### config.mk
export PLATFORM = sky130hd
export DESIGN_NAME = i2s_out_serializer
export DESIGN_NICKNAME = d
export VERILOG_FILES = /design/src/rtl/synth_audio_pkg.sv /design/src/rtl/i2s_bclk_gen.sv /design/src/rtl/i2s_out_serializer.sv
export SDC_FILE = /design/constraint.sdc
export NUM_CORES = 1
export LEC_CHECK = 0
export ABC_AREA = 1
export CAP_MARGIN = 30
export CORE_MARGIN = 8
export CORE_UTILIZATION = 60
export CTS_BUF_LIST = sky130_fd_sc_hd__clkbuf_2
export DETAILED_ROUTE_END_ITERATION = 7
export MAX_ROUTING_LAYER = met4
export PLACE_DENSITY = 0.83
export SYNTH_ARGS = -nofsm -noshare
export SYNTH_HDL_FRONTEND = slang
export SYNTH_SLANG_ARGS = --single-unit
### constraint.sdc
create_clock -name sCLK_AUDIO -period 4.6 [get_ports sCLK_AUDIO]
set_input_delay 0.69 -clock sCLK_AUDIO [delete_from_list [all_inputs] [get_ports sCLK_AUDIO]]
set_output_delay 0.69 -clock sCLK_AUDIO [all_outputs]
set_load 0.02 [all_outputs]
### src/rtl/synth_audio_pkg.sv
// Shared audio definitions for the synth output path: default widths and the
// stereo sample pair handed from the mixer to the output stages.
package synth_audio_pkg;

   localparam int unsigned DefDataW    = 16;  // mixer sample width
   localparam int unsigned DefSlotBits = 32;  // BCLK periods per I2S channel slot
   localparam int unsigned DefBclkDiv  = 4;   // system clocks per BCLK half-period

   // One mixed stereo sample; l occupies the upper half when packed.
   typedef struct packed {
      logic signed [DefDataW-1:0] l;
      logic signed [DefDataW-1:0] r;
   } stereo_sample_t;

endpackage

### src/rtl/i2s_bclk_gen.sv
// I2S timing generator: divides the system clock down to BCLK, flags the
// BCLK falling edge, and tracks the bit position within the stereo frame.
// bit_cnt_o is the position the frame moves to on the current fall event,
// so the parent can pick the serial bit in the same cycle.
module i2s_bclk_gen
   import synth_audio_pkg::*;
#(
   parameter int unsigned BCLK_DIV  = DefBclkDiv,
   parameter int unsigned SLOT_BITS = DefSlotBits,
   localparam int unsigned BitW     = $clog2(2 * SLOT_BITS)
) (
   input  logic            clk_i,
   input  logic            rst_i,
   output logic            bclk_o,
   output logic            lrck_o,
   output logic            fall_o,
   output logic            frame_load_o,
   output logic [BitW-1:0] bit_cnt_o
);

   localparam int unsigned DivW = (BCLK_DIV > 1) ? $clog2(BCLK_DIV) : 1;
   localparam logic [DivW-1:0] DivMax   = DivW'(BCLK_DIV - 1);
   localparam logic [BitW-1:0] BitMax   = BitW'(2 * SLOT_BITS - 1);
   localparam logic [BitW-1:0] SlotSize = BitW'(SLOT_BITS);

   logic [DivW-1:0] div_q, div_d;
   logic            bclk_q, bclk_d;
   logic [BitW-1:0] bit_q, bit_d;
   logic            lrck_q, lrck_d;
   logic            div_wrap;
   logic            fall;
   logic [BitW-1:0] bit_nxt;

   // Divider, BCLK toggle, and frame position advance on BCLK falling edges.
   always_comb begin
      div_wrap = (div_q == DivMax);
      fall     = div_wrap && bclk_q;
      div_d    = div_wrap ? '0 : div_q + DivW'(1);
      bclk_d   = div_wrap ? ~bclk_q : bclk_q;
      bit_nxt  = (bit_q == BitMax) ? '0 : bit_q + BitW'(1);
      bit_d    = bit_q;
      lrck_d   = lrck_q;
      if (fall) begin
         bit_d  = bit_nxt;
         lrck_d = (bit_nxt >= SlotSize);
      end
   end

   // Timing state; bit_q resets to the last position so the first fall is a frame load.
   always_ff @(posedge clk_i or posedge rst_i) begin
      if (rst_i) begin
         div_q  <= '0;
         bclk_q <= 1'b0;
         bit_q  <= BitMax;
         lrck_q <= 1'b0;
      end else begin
         div_q  <= div_d;
         bclk_q <= bclk_d;
         bit_q  <= bit_d;
         lrck_q <= lrck_d;
      end
   end

   assign bclk_o       = bclk_q;
   assign lrck_o       = lrck_q;
   assign fall_o       = fall;
   assign frame_load_o = fall && (bit_q == BitMax);
   assign bit_cnt_o    = bit_nxt;

endmodule

### src/rtl/i2s_out_serializer.sv
// Stereo I2S output stage. Holds one mixed sample pair in a single-entry
// buffer, latches it into the shift words at each frame start and sends it
// MSB-first in Philips I2S format (data one BCLK after the LRCK edge).
// Sticky flags expose rate mismatches between mixer and audio frame rate.
module i2s_out_serializer
   import synth_audio_pkg::*;
#(
   parameter int unsigned BCLK_DIV  = DefBclkDiv,
   parameter int unsigned SLOT_BITS = DefSlotBits,
   parameter int unsigned DATA_W    = DefDataW
) (
   input  logic                     sCLK_AUDIO,
   input  logic                     iRST,
   input  logic                     iSAMPLE_VALID,
   input  logic signed [DATA_W-1:0] iL_SAMPLE,
   input  logic signed [DATA_W-1:0] iR_SAMPLE,
   input  logic                     iMUTE,
   input  logic                     iCLR_FLAGS,
   output logic                     oSAMPLE_REQ,
   output logic                     oBCLK,
   output logic                     oLRCK,
   output logic                     oSDATA,
   output logic                     oOVERRUN,
   output logic                     oUNDERRUN
);

   localparam int unsigned BitW = $clog2(2 * SLOT_BITS);
   localparam int unsigned IdxW = (DATA_W > 1) ? $clog2(DATA_W) : 1;
   localparam logic [BitW-1:0] SlotSize = BitW'(SLOT_BITS);
   localparam logic [BitW-1:0] DataLen  = BitW'(DATA_W);

   typedef struct packed {
      logic signed [DATA_W-1:0] l;
      logic signed [DATA_W-1:0] r;
   } pair_t;

   logic            fall;
   logic            frame_load;
   logic [BitW-1:0] bit_nxt;

   pair_t buf_q, buf_d;        // holding buffer written by the mixer
   logic  full_q, full_d;
   pair_t last_q, last_d;      // last pair taken from the buffer, replayed on underrun
   pair_t word_q, word_d;      // words being shifted out this frame
   logic  sdata_q, sdata_d;
   logic  req_q, req_d;
   logic  ovr_q, ovr_d;
   logic  und_q, und_d;

   pair_t             frame_pair;
   logic [BitW-1:0]   slot_pos;
   logic [DATA_W-1:0] slot_word;
   logic [IdxW-1:0]   bit_idx;
   logic              serial_bit;

   i2s_bclk_gen #(
      .BCLK_DIV  (BCLK_DIV),
      .SLOT_BITS (SLOT_BITS)
   ) u_bclk_gen (
      .clk_i        (sCLK_AUDIO),
      .rst_i        (iRST),
      .bclk_o       (oBCLK),
      .lrck_o       (oLRCK),
      .fall_o       (fall),
      .frame_load_o (frame_load),
      .bit_cnt_o    (bit_nxt)
   );

   // Pick the serial bit for the slot position being entered; bit 0 of each
   // slot and everything past the sample width are padding zeros.
   always_comb begin
      slot_pos   = (bit_nxt >= SlotSize) ? bit_nxt - SlotSize : bit_nxt;
      slot_word  = (bit_nxt >= SlotSize) ? word_q.r : word_q.l;
      bit_idx    = IdxW'(DATA_W - 32'(slot_pos));
      serial_bit = 1'b0;
      if (slot_pos != '0 && slot_pos <= DataLen) begin
         serial_bit = slot_word[bit_idx];
      end
      sdata_d = fall ? serial_bit : sdata_q;
   end

   // Buffer handoff at frame load, mixer writes, and sticky flag updates.
   always_comb begin
      buf_d      = buf_q;
      full_d     = full_q;
      last_d     = last_q;
      word_d     = word_q;
      req_d      = 1'b0;
      ovr_d      = ovr_q;
      und_d      = und_q;
      frame_pair = full_q ? buf_q : last_q;

      if (frame_load) begin
         last_d = frame_pair;
         word_d = iMUTE ? '0 : frame_pair;
         full_d = 1'b0;
         req_d  = 1'b1;
      end

      // A write in the load cycle lands after the frame has taken the old pair.
      if (iSAMPLE_VALID) begin
         buf_d.l = iL_SAMPLE;
         buf_d.r = iR_SAMPLE;
         full_d  = 1'b1;
      end

      if (iCLR_FLAGS) begin
         ovr_d = 1'b0;
         und_d = 1'b0;
      end
      if (iSAMPLE_VALID && full_q && !frame_load) begin
         ovr_d = 1'b1;
      end
      if (frame_load && !full_q) begin
         und_d = 1'b1;
      end
   end

   // Datapath and flag registers.
   always_ff @(posedge sCLK_AUDIO or posedge iRST) begin
      if (iRST) begin
         buf_q   <= '0;
         full_q  <= 1'b0;
         last_q  <= '0;
         word_q  <= '0;
         sdata_q <= 1'b0;
         req_q   <= 1'b0;
         ovr_q   <= 1'b0;
         und_q   <= 1'b0;
      end else begin
         buf_q   <= buf_d;
         full_q  <= full_d;
         last_q  <= last_d;
         word_q  <= word_d;
         sdata_q <= sdata_d;
         req_q   <= req_d;
         ovr_q   <= ovr_d;
         und_q   <= und_d;
      end
   end

   assign oSDATA      = sdata_q;
   assign oSAMPLE_REQ = req_q;
   assign oOVERRUN    = ovr_q;
   assign oUNDERRUN   = und_q;

endmodule

==> flow_summary.json, run 1 <==
{
  "fin_tns_setup_ps": 0,
  "dp_hpwl_um": 7060,
  "ys_seq_area_share_pct": 55.4,
  "finalNetCount": 674,
  "synth_edf_count": 0,
  "firstDrtPassIters": 4,
  "rsz0062_at_grt": "no",
  "numCtsBuffers": 9,
  "gp_congestion": 0.893,
  "period_needed_ps": 2700,
  "die_area_um2": 11600,
  "p_per_area_nw_per_um2": 275,
  "vias_per_cell": 5.26,
  "antenna_cells": 0,
  "endpoint_kind": "register",
  "p_total_w": 0.00154,
  "cts-htree-levels": 3,
  "yosys_warnings": 0,
  "synth_cell_types": 35,
  "area_delta_synth_final_pct": 11.5,
  "num_vias": 3915,
  "fmax_mhz": 370,
  "core-area_um2": 8180,
  "path_max_fanout": 32,
  "grt.total_usage_pct": 19.3,
  "syn_inst": 606,
  "cts.sinks": 111,
  "cts_setup_buffers": 0,
  "synth_most_common_cell": "nand2_1",
  "ys.flop_type": "dfrtp_1",
  "critPathRequiredTime_ps": 5080,
  "reg2reg_depth": 8,
  "slew_headroom_pct": 40.1,
  "netlist_top_cells_count": "nand2_1, dfrtp_1, o21ai_0",
  "antenna_found_initial": 0,
  "endpoint": "word_q[17]",
  "synth_top_area_share_pct": 52.3,
  "drv_cap": 0,
  "synthArstFlopShare_pct": 100,
  "setup_violations": 0,
  "syn_avg_cell_area_um2": 8.29,
  "worstMarginPinSlew_ps": 893,
  "post_cts_resized": 0,
  "syn_area_um2": 5020,
  "r2r_start": "u_bclk_gen.bit_q[0]",
  "fin_area_um2": 5600,
  "ant_nets": 0,
  "r2r-end": "word_q[17]",
  "start_util_pct": 61.5,
  "period_share_pct": 58.7,
  "ys_ff_latch": 111,
  "drt_iter0_drc": 193,
  "die_x_um": 108,
  "leakage_nw": 2.83,
  "root_buffer": "clkbuf_2",
  "hold_class": "reg2reg",
  "place.port_buffers": 42,
  "rrSetupSlack_ps": 1900,
  "status": "complete, no violations",
  "hold_viol_final": 0,
  "synth_nets": 645,
  "die_h_um": 108,
  "insertion_delay_ps": 580,
  "critPathKind": "reg2reg",
  "grt_pass1_wl_um": 17700,
  "critPathLaunchType": "register",
  "cts_tree": "done",
  "irDropWorstVdd_uv": 172,
  "overflow": 0,
  "arrival_ps": 3180,
  "wirelength_um": 10100,
  "fin_skew_ps": 30.4,
  "grt_pass1_vias": 3805,
  "grt_start_max_net_pins": 72,
  "drv_slew": 0,
  "clockBufferDepth": 2,
  "place_area_um2": 5480,
  "wl_per_cell_um": 13.5,
  "cts_hold_buf": 0,
  "io_pins": 43,
  "synth_area_leaders": "dfrtp_1, nand2_1, o21ai_0",
  "std_cell_rows": 33,
  "fillers": 697,
  "drive_gt1_share_pct": 7.81,
  "yosysTopAreaCell": "dfrtp_1",
  "drcViolationCount": 0,
  "clk_pin_slew_ps": 310,
  "critPathLaunch": "u_bclk_gen.bit_q[0]"
}
-- cells by family (layout without fill, tap and decap cells) --
kind of cell	count (synthesis)	after routing	synth area share [%]
compound gates	112	112	11.8
simple gates	291	291	24.7
fa+ha+maj	2	2	0.498
buf+inv	88	122	7.25
xor+xnor	2	2	0.349
flops	111	111	55.4
-- placed cells by master (no fill, tap or decap), types with 2 or more instances in the layout --
cell,instances
nand2_1,230
clkinv_1,2
inv_8,2
ha_1,2
o21ai_2,2
nand2_2,5
xnor2_1,2
clkdlybuf4s50_1,42
nand2_4,4
nand3_2,2
clkbuf_2,9
nand3_1,23
nand4_1,2
o22ai_1,10
buf_4,5
inv_4,2
dfstp_2,6
o21ai_0,95
nor2_1,16
nor2_4,3
dfrtp_1,105
nor2_2,2
inv_1,54
-- area by class of cell --
class / count / area [um^2] / share of cell area, %
inverters: 58 / 223 / 3.97
well taps: 105 / 131 / 2.34
repair buffers: 48 / 483 / 8.62
flip-flops and latches: 111 / 2790 / 49.7
multi-input cells: 407 / 1880 / 33.6
clock buffers: 9 / 45.0 / 0.804
clock inverters: 7 / 56.3 / 1.00
-- sequential cells by signal (all words and copies together) (netlist names), 2 cells and up --
signal,flops
word_q,32
buf_q,32
last_q,32
u_bclk_gen.div_q,2
u_bclk_gen.bit_q,6
-- worst min path at each step --
stage | startpoint | to | slack [ps] | depth (start not counted)
2_1_floorplan | u_bclk_gen.div_q[0] | u_bclk_gen.div_q[0] | 400 | 1
3_5_place_dp | u_bclk_gen.div_q[0] | u_bclk_gen.div_q[0] | 420 | 1
6_report | u_bclk_gen.div_q[0] | u_bclk_gen.div_q[0] | 440 | 1
5_1_grt | u_bclk_gen.div_q[0] | u_bclk_gen.div_q[0] | 490 | 1
4_1_cts | u_bclk_gen.div_q[0] | u_bclk_gen.div_q[0] | 450 | 1
3_3_place_gp | u_bclk_gen.div_q[0] | u_bclk_gen.div_q[0] | 410 | 1
-- power by group --
part | internal [W] | switching, W | leakage, nW
registers | 0.00100 | 0.0000138 | 1.29
clock network | 0.0000803 | 0.000332 | 0.0638
logic | 0.0000517 | 0.0000604 | 1.48
-- metrics by stage --
step                      std cells  setup WS (ps)  hold slack [ps]  utilization [%]
after floorplan                 606            989              403                -
after global placement          728           1790              414             67.0
after detailed placement        728           1690              419             67.0
after CTS                       744           1810              448             68.2
after global routing            745           1560              488             68.5
final                           745           1900              444             68.5
-- worst max-delay path, stage by stage, from the launching register on --
cell and delay [ps]:
dfstp_2 660, ha_1 280, nand2_4 80, nor2_4 170
nand2_4 120, nor2_4 500, inv_1 540, nand2_1 170
o21ai_0 100
-- layer usage --
layer | global-route usage [%] | wire length, um | up-vias
met2 | 29.2 | 4770 | 79
li1 | - | - | 1982
met5 | - | 0 | -
met4 | 6.44 | 104 | 0
met3 | 2.69 | 399 | 11
met1 | 26.3 | 4820 | 1843
No activity file was read; power rests on OpenSTA's default activity.
==> run 2: changes to the inputs <==
Clock period 4.6 ns to 2.6 ns, I/O delays scaled along.
==> flow_summary.json, run 2 (synthesis gave the netlist of run 1 again) <==
{
  "root_buffer": "clkbuf_2",
  "reg.largest.list": "buf_q x32, last_q x32, word_q x32",
  "wl_per_cell_um": 13.8,
  "wirelength_um": 10300,
  "io_pins": 43,
  "start_util_pct": 61.5,
  "gp_congestion": 0.883,
  "setup_violations": 0,
  "rsz0062_at_grt": "no",
  "drt_iter0_drc": 172,
  "crit_path_top_delay_cell": "dfstp_2",
  "fillers": 677,
  "cts_setup_buffers": 0,
  "cp.depth": 14,
  "firstDrtPassIters": 5,
  "fin_tns_setup_ps": 0,
  "reg2reg_depth": 14,
  "crit_chain": "ha_1 -> nand2_4 -> nor2_4 -> nor2_2 -> nand2_4 -> nand2_4 -> nand2_1 -> nand3_1 -> nand2_1 -> nand2_1 -> nand2_1 -> nand3_1 -> nand3_1 -> nand2_1",
  "drcViolationCount": 0,
  "p_total_w": 0.00279,
  "period_needed_ps": 2190,
  "path_max_fanout": 15,
  "irDropWorstVdd_uv": 500,
  "critPathKind": "reg2reg",
  "final_common_cell": "nand2_1",
  "place.port_buffers": 42,
  "leakage_nw": 2.85,
  "cpLargestDelayFamily": "simple AND/OR/NAND/NOR gates",
  "core-area_um2": 8180,
  "die_h_um": 108,
  "hold_viol_final": 0,
  "cts_hold_buf": 1,
  "drv_cap": 0,
  "clk_pin_slew_ps": 290,
  "vias_per_cell": 5.27,
  "critPathMostFrequentCell": "nand2_1",
  "ant_nets": 0,
  "area_delta_synth_final_pct": 12.7,
  "stdcell_count": 747,
  "numCtsBuffers": 9,
  "die_x_um": 108,
  "grt_pass1_vias": 3902,
  "slew_headroom_pct": 46.1,
  "fin_skew_ps": 31.2,
  "cts_tree": "done",
  "p_per_area_nw_per_um2": 493,
  "worstMarginPinSlew_ps": 808,
  "num_vias": 3938,
  "insertion_delay_ps": 560,
  "crit_buf_inv": 0,
  "period_share_pct": 84.2,
  "endpoint_kind": "register",
  "arrival_ps": 2650,
  "slowest_delay_ps": 650,
  "r2r-end": "oSDATA",
  "cts.sinks": 111,
  "critPathLaunchType": "register",
  "dp_hpwl_um": 7410,
  "drv_slew": 0,
  "finalNetCount": 677,
  "rrSetupSlack_ps": 410,
  "antenna_found_initial": 0,
  "die_area_um2": 11600,
  "dp_cells": 731,
  "grt_pass1_wl_um": 18400,
  "status": "complete, no violations",
  "cts-htree-levels": 3,
  "clockBufferDepth": 2,
  "min-delay-start": "iR_SAMPLE[12]",
  "layout_common_cells": "nand2_1, dfrtp_1, o21ai_0, inv_1, clkdlybuf4s50_1",
  "std_cell_rows": 33,
  "drive_gt1_share_pct": 8.10,
  "hold_class": "in2reg",
  "critPathLaunch": "u_bclk_gen.bit_q[0]",
  "r2r_start": "u_bclk_gen.bit_q[0]",
  "antenna_cells": 0,
  "fmax_mhz": 457,
  "overflow": 0,
  "grt.total_usage_pct": 20.0,
  "grt_start_max_net_pins": 77,
  "endpoint": "oSDATA",
  "post_cts_resized": 0,
  "critPathRequiredTime_ps": 3060
}
## run 2: worst min path at each step
stage / to / depth (start not counted) / slack (ps)
floorplan: u_bclk_gen.div_q[0] / 1 / 400
global placement: u_bclk_gen.div_q[0] / 1 / 410
detailed placement: u_bclk_gen.div_q[0] / 1 / 430
CTS: buf_q[12] / 3 / 270
global route: buf_q[28] / 3 / 240
finish: buf_q[12] / 3 / 310
## run 2: per-stage QoR
step / setup slack [ps] / area (um^2) / hold slack (ps) / util [%]
2_1_floorplan: 650 / 5030 / 403 / -
3_3_place_gp: 538 / 5540 / 414 / 67.8
3_5_place_dp: 442 / 5540 / 431 / 67.8
4_1_cts: 408 / 5670 / 271 / 69.3
5_1_grt: 224 / 5670 / 238 / 69.3
6_report: 412 / 5670 / 310 / 69.3
## run 2: final cells by class
class,instances,area (um^2),area share [%]
well taps,105,131,2.32
multi-input cells,407,1880,33.2
repair buffers,51,528,9.32
clock buffers,10,50.0,0.883
inverters,58,224,3.95
flip-flops and latches,111,2790,49.2
clock inverters,5,66.3,1.17
## run 2: routing by layer
metal	GRT usage [%]	vias to the layer above	share of wire (%)	routed length, um
li1	-	1978	-	-
met4	4.46	0	0.74	76
met3	4.01	4	3.3	340
met1	26.4	1874	47	4790
met5	-	-	0	0
met2	31.3	82	49	5080
## run 2: where the power goes
part	switching (W)	internal, W	total [W]
Sequential	0.0000243	0.00178	0.00180
Clock	0.000554	0.000235	0.000790
Combinational	0.000108	0.0000928	0.000201
## run 2: tightest hold or removal path, stage by stage
cell,delay [ps]
clkdlybuf4s50_1,390
nand2_1,60
nand2_1,40
==> run 3: changes to the inputs <==
Settings changed: CORE_UTILIZATION 60 to 54, PLACE_DENSITY 0.83 to 0.79.
Clock period 2.6 ns to 1.9 ns, I/O delays scaled along.
==> flow_summary.json, run 3 (synthesis gave the netlist of run 1 again) <==
{
  "antenna_found_initial": 0,
  "gp_congestion": 0.863,
  "die_area_um2": 12600,
  "drcViolationCount": 0,
  "worst_slack_ps": -143,
  "ant_nets": 0,
  "area_delta_synth_final_pct": 24.6,
  "reg.largest.list": "buf_q x32, last_q x32, word_q x32",
  "numCtsBuffers": 9,
  "dp_hpwl_um": 7420,
  "fillers": 718,
  "clockBufferDepth": 2,
  "cts_tree": "done",
  "hold_class": "in2reg",
  "period_share_pct": 108,
  "hold_viol_final": 0,
  "fmax_mhz": 489,
  "place_area_um2": 5700,
  "p_per_area_nw_per_um2": 599,
  "die_h_um": 112,
  "start_util_pct": 54.9,
  "endpoint_kind": "register",
  "grt.total_usage_pct": 17.7,
  "layout_common_cells": "nand2_1, dfrtp_1, o21ai_0, inv_1, clkdlybuf4s50_1",
  "clk_pin_slew_ps": 300,
  "drv_cap": 0,
  "critPathLaunchType": "register",
  "stdcell_count": 782,
  "leakage_nw": 3.20,
  "worstMarginPinSlew_ps": 413,
  "cts.sinks": 111,
  "crit_chain": "ha_4 -> nand2_4 -> nor2_4 -> nand2_4 -> buf_12 -> nor2_4 -> buf_6 -> buf_12 -> buf_4 -> nand2_4 -> o21ai_1",
  "multi_input_area_um2": 2130,
  "rsz0062_at_grt": "yes",
  "crit_path_top_delay_cell": "dfstp_2",
  "rrSetupSlack_ps": -140,
  "std_cell_rows": 35,
  "setup_violations": 51,
  "wl_per_cell_um": 15.1,
  "critPathRequiredTime_ps": 2460,
  "arrival_ps": 2600,
  "io_pins": 43,
  "antenna_cells": 0,
  "fin_skew_ps": 37.8,
  "overflow": 0,
  "drive_gt1_share_pct": 19.2,
  "drv_slew": 0,
  "fin_area_um2": 6260,
  "irDropWorstVdd_uv": 393,
  "place.port_buffers": 42,
  "dp_cells": 749,
  "num_vias": 4156,
  "core-area_um2": 9150,
  "cpLargestDelayFamily": "flip-flops",
  "cts-htree-levels": 3,
  "slew_headroom_pct": 72.2,
  "grt_pass1_vias": 3903,
  "insertion_delay_ps": 610,
  "slowest_delay_ps": 630,
  "wirelength_um": 11800,
  "root_buffer": "clkbuf_2",
  "grt_pass1_wl_um": 18100,
  "path_max_fanout": 8,
  "final_common_cell": "nand2_1",
  "status": "finished, violations left",
  "vias_per_cell": 5.31,
  "critPathKind": "reg2reg",
  "violations": "negative setup slack",
  "critPathMostFrequentCell": "nand2_4",
  "die_x_um": 112,
  "period_needed_ps": 2040,
  "drt_iter0_drc": 293,
  "grt_start_max_net_pins": 67,
  "firstDrtPassIters": 4,
  "regArea_um2": 2790,
  "crit_buf_inv": 4,
  "finalNetCount": 706
}
==> run 3: changes by cell type in the layout (fill, tap and decap cells not counted), sizes merged <==
| cell | change |
|---|---|
| inv | -1 |
| buf | +26 |
| clkdlybuf4s50 | -6 |
| clkinv | +1 |
| clkbuf | +3 |
| bufinv | -1 |
| dlygate4sd2 | +6 |
| clkinvlp | +1 |
==> run 3: what timing repair did <==
item | in CTS | in global routing
endpoints found under the hold margin | 14 | 0
setup endpoints to repair | 7 | 13
pin swaps | 6 | 10
setup buffers | 2 | 10
gates resized for setup | 7 | 93
hold buffers | 1 | 0
gates cloned | 0 | 5
==> run 3: report_power, final <==
group,switching [W],internal [W]
registers,0.0000332,0.00243
clock network,0.000795,0.000187
logic,0.000172,0.000133
total,0.00100,0.00275
==> run 3: per-stage QoR <==
step                setup WS, ps  util (%)  setup TNS (ps)  power (W)  hold WS, ps
floorplan                   36.8         -               0    0.00265          390
global placement            18.9      62.3               0    0.00278          414
detailed placement         -27.7      62.3           -27.7    0.00279          424
CTS                       0.0284      63.6               0    0.00375          146
global route                -208      68.4           -7490    0.00390          147
finish                      -143      68.4           -2310    0.00375          159
==> run 3: worst reg2reg max path: cells and delay by family (launching register included) <==
family / cells / cell delay (ps)
AO/OA/AOI/OAI: 1 / 160
adder cells (fa/ha/maj): 1 / 150
buffers and inverters: 4 / 550
flip-flops: 1 / 630
AND/OR/NAND/NOR: 5 / 540
==> run 3: final cells by class <==
type                       instances  share of cell area [%]
tap                              111                    2.22
clock inverter                     5                   0.699
sequential                       111                    44.5
inverter                          58                    3.58
clock buffer                      10                   0.799
multi-input combinational        407                    34.0
timing repair buffer              80                    14.2
==> run 3: final timing paths <==
kind	cells after the start	endpoint	start
hold reg to reg	1	u_bclk_gen.div_q[0]	u_bclk_gen.div_q[0]
min in group asynchronous	3	last_q[29]	iRST
max in group asynchronous	4	word_q[14]	iRST
setup reg to reg	11	word_q[17]	u_bclk_gen.bit_q[0]
setup / recovery	11	word_q[17]	u_bclk_gen.bit_q[0]
hold / removal	3	buf_q[31]	iL_SAMPLE[15]
==> run 3: layer usage <==
metal,GRT usage [%],routed length [um]
met5,-,0
met3,2.74,480
met1,23.9,5380
met2,26.9,5780
met4,5.94,175
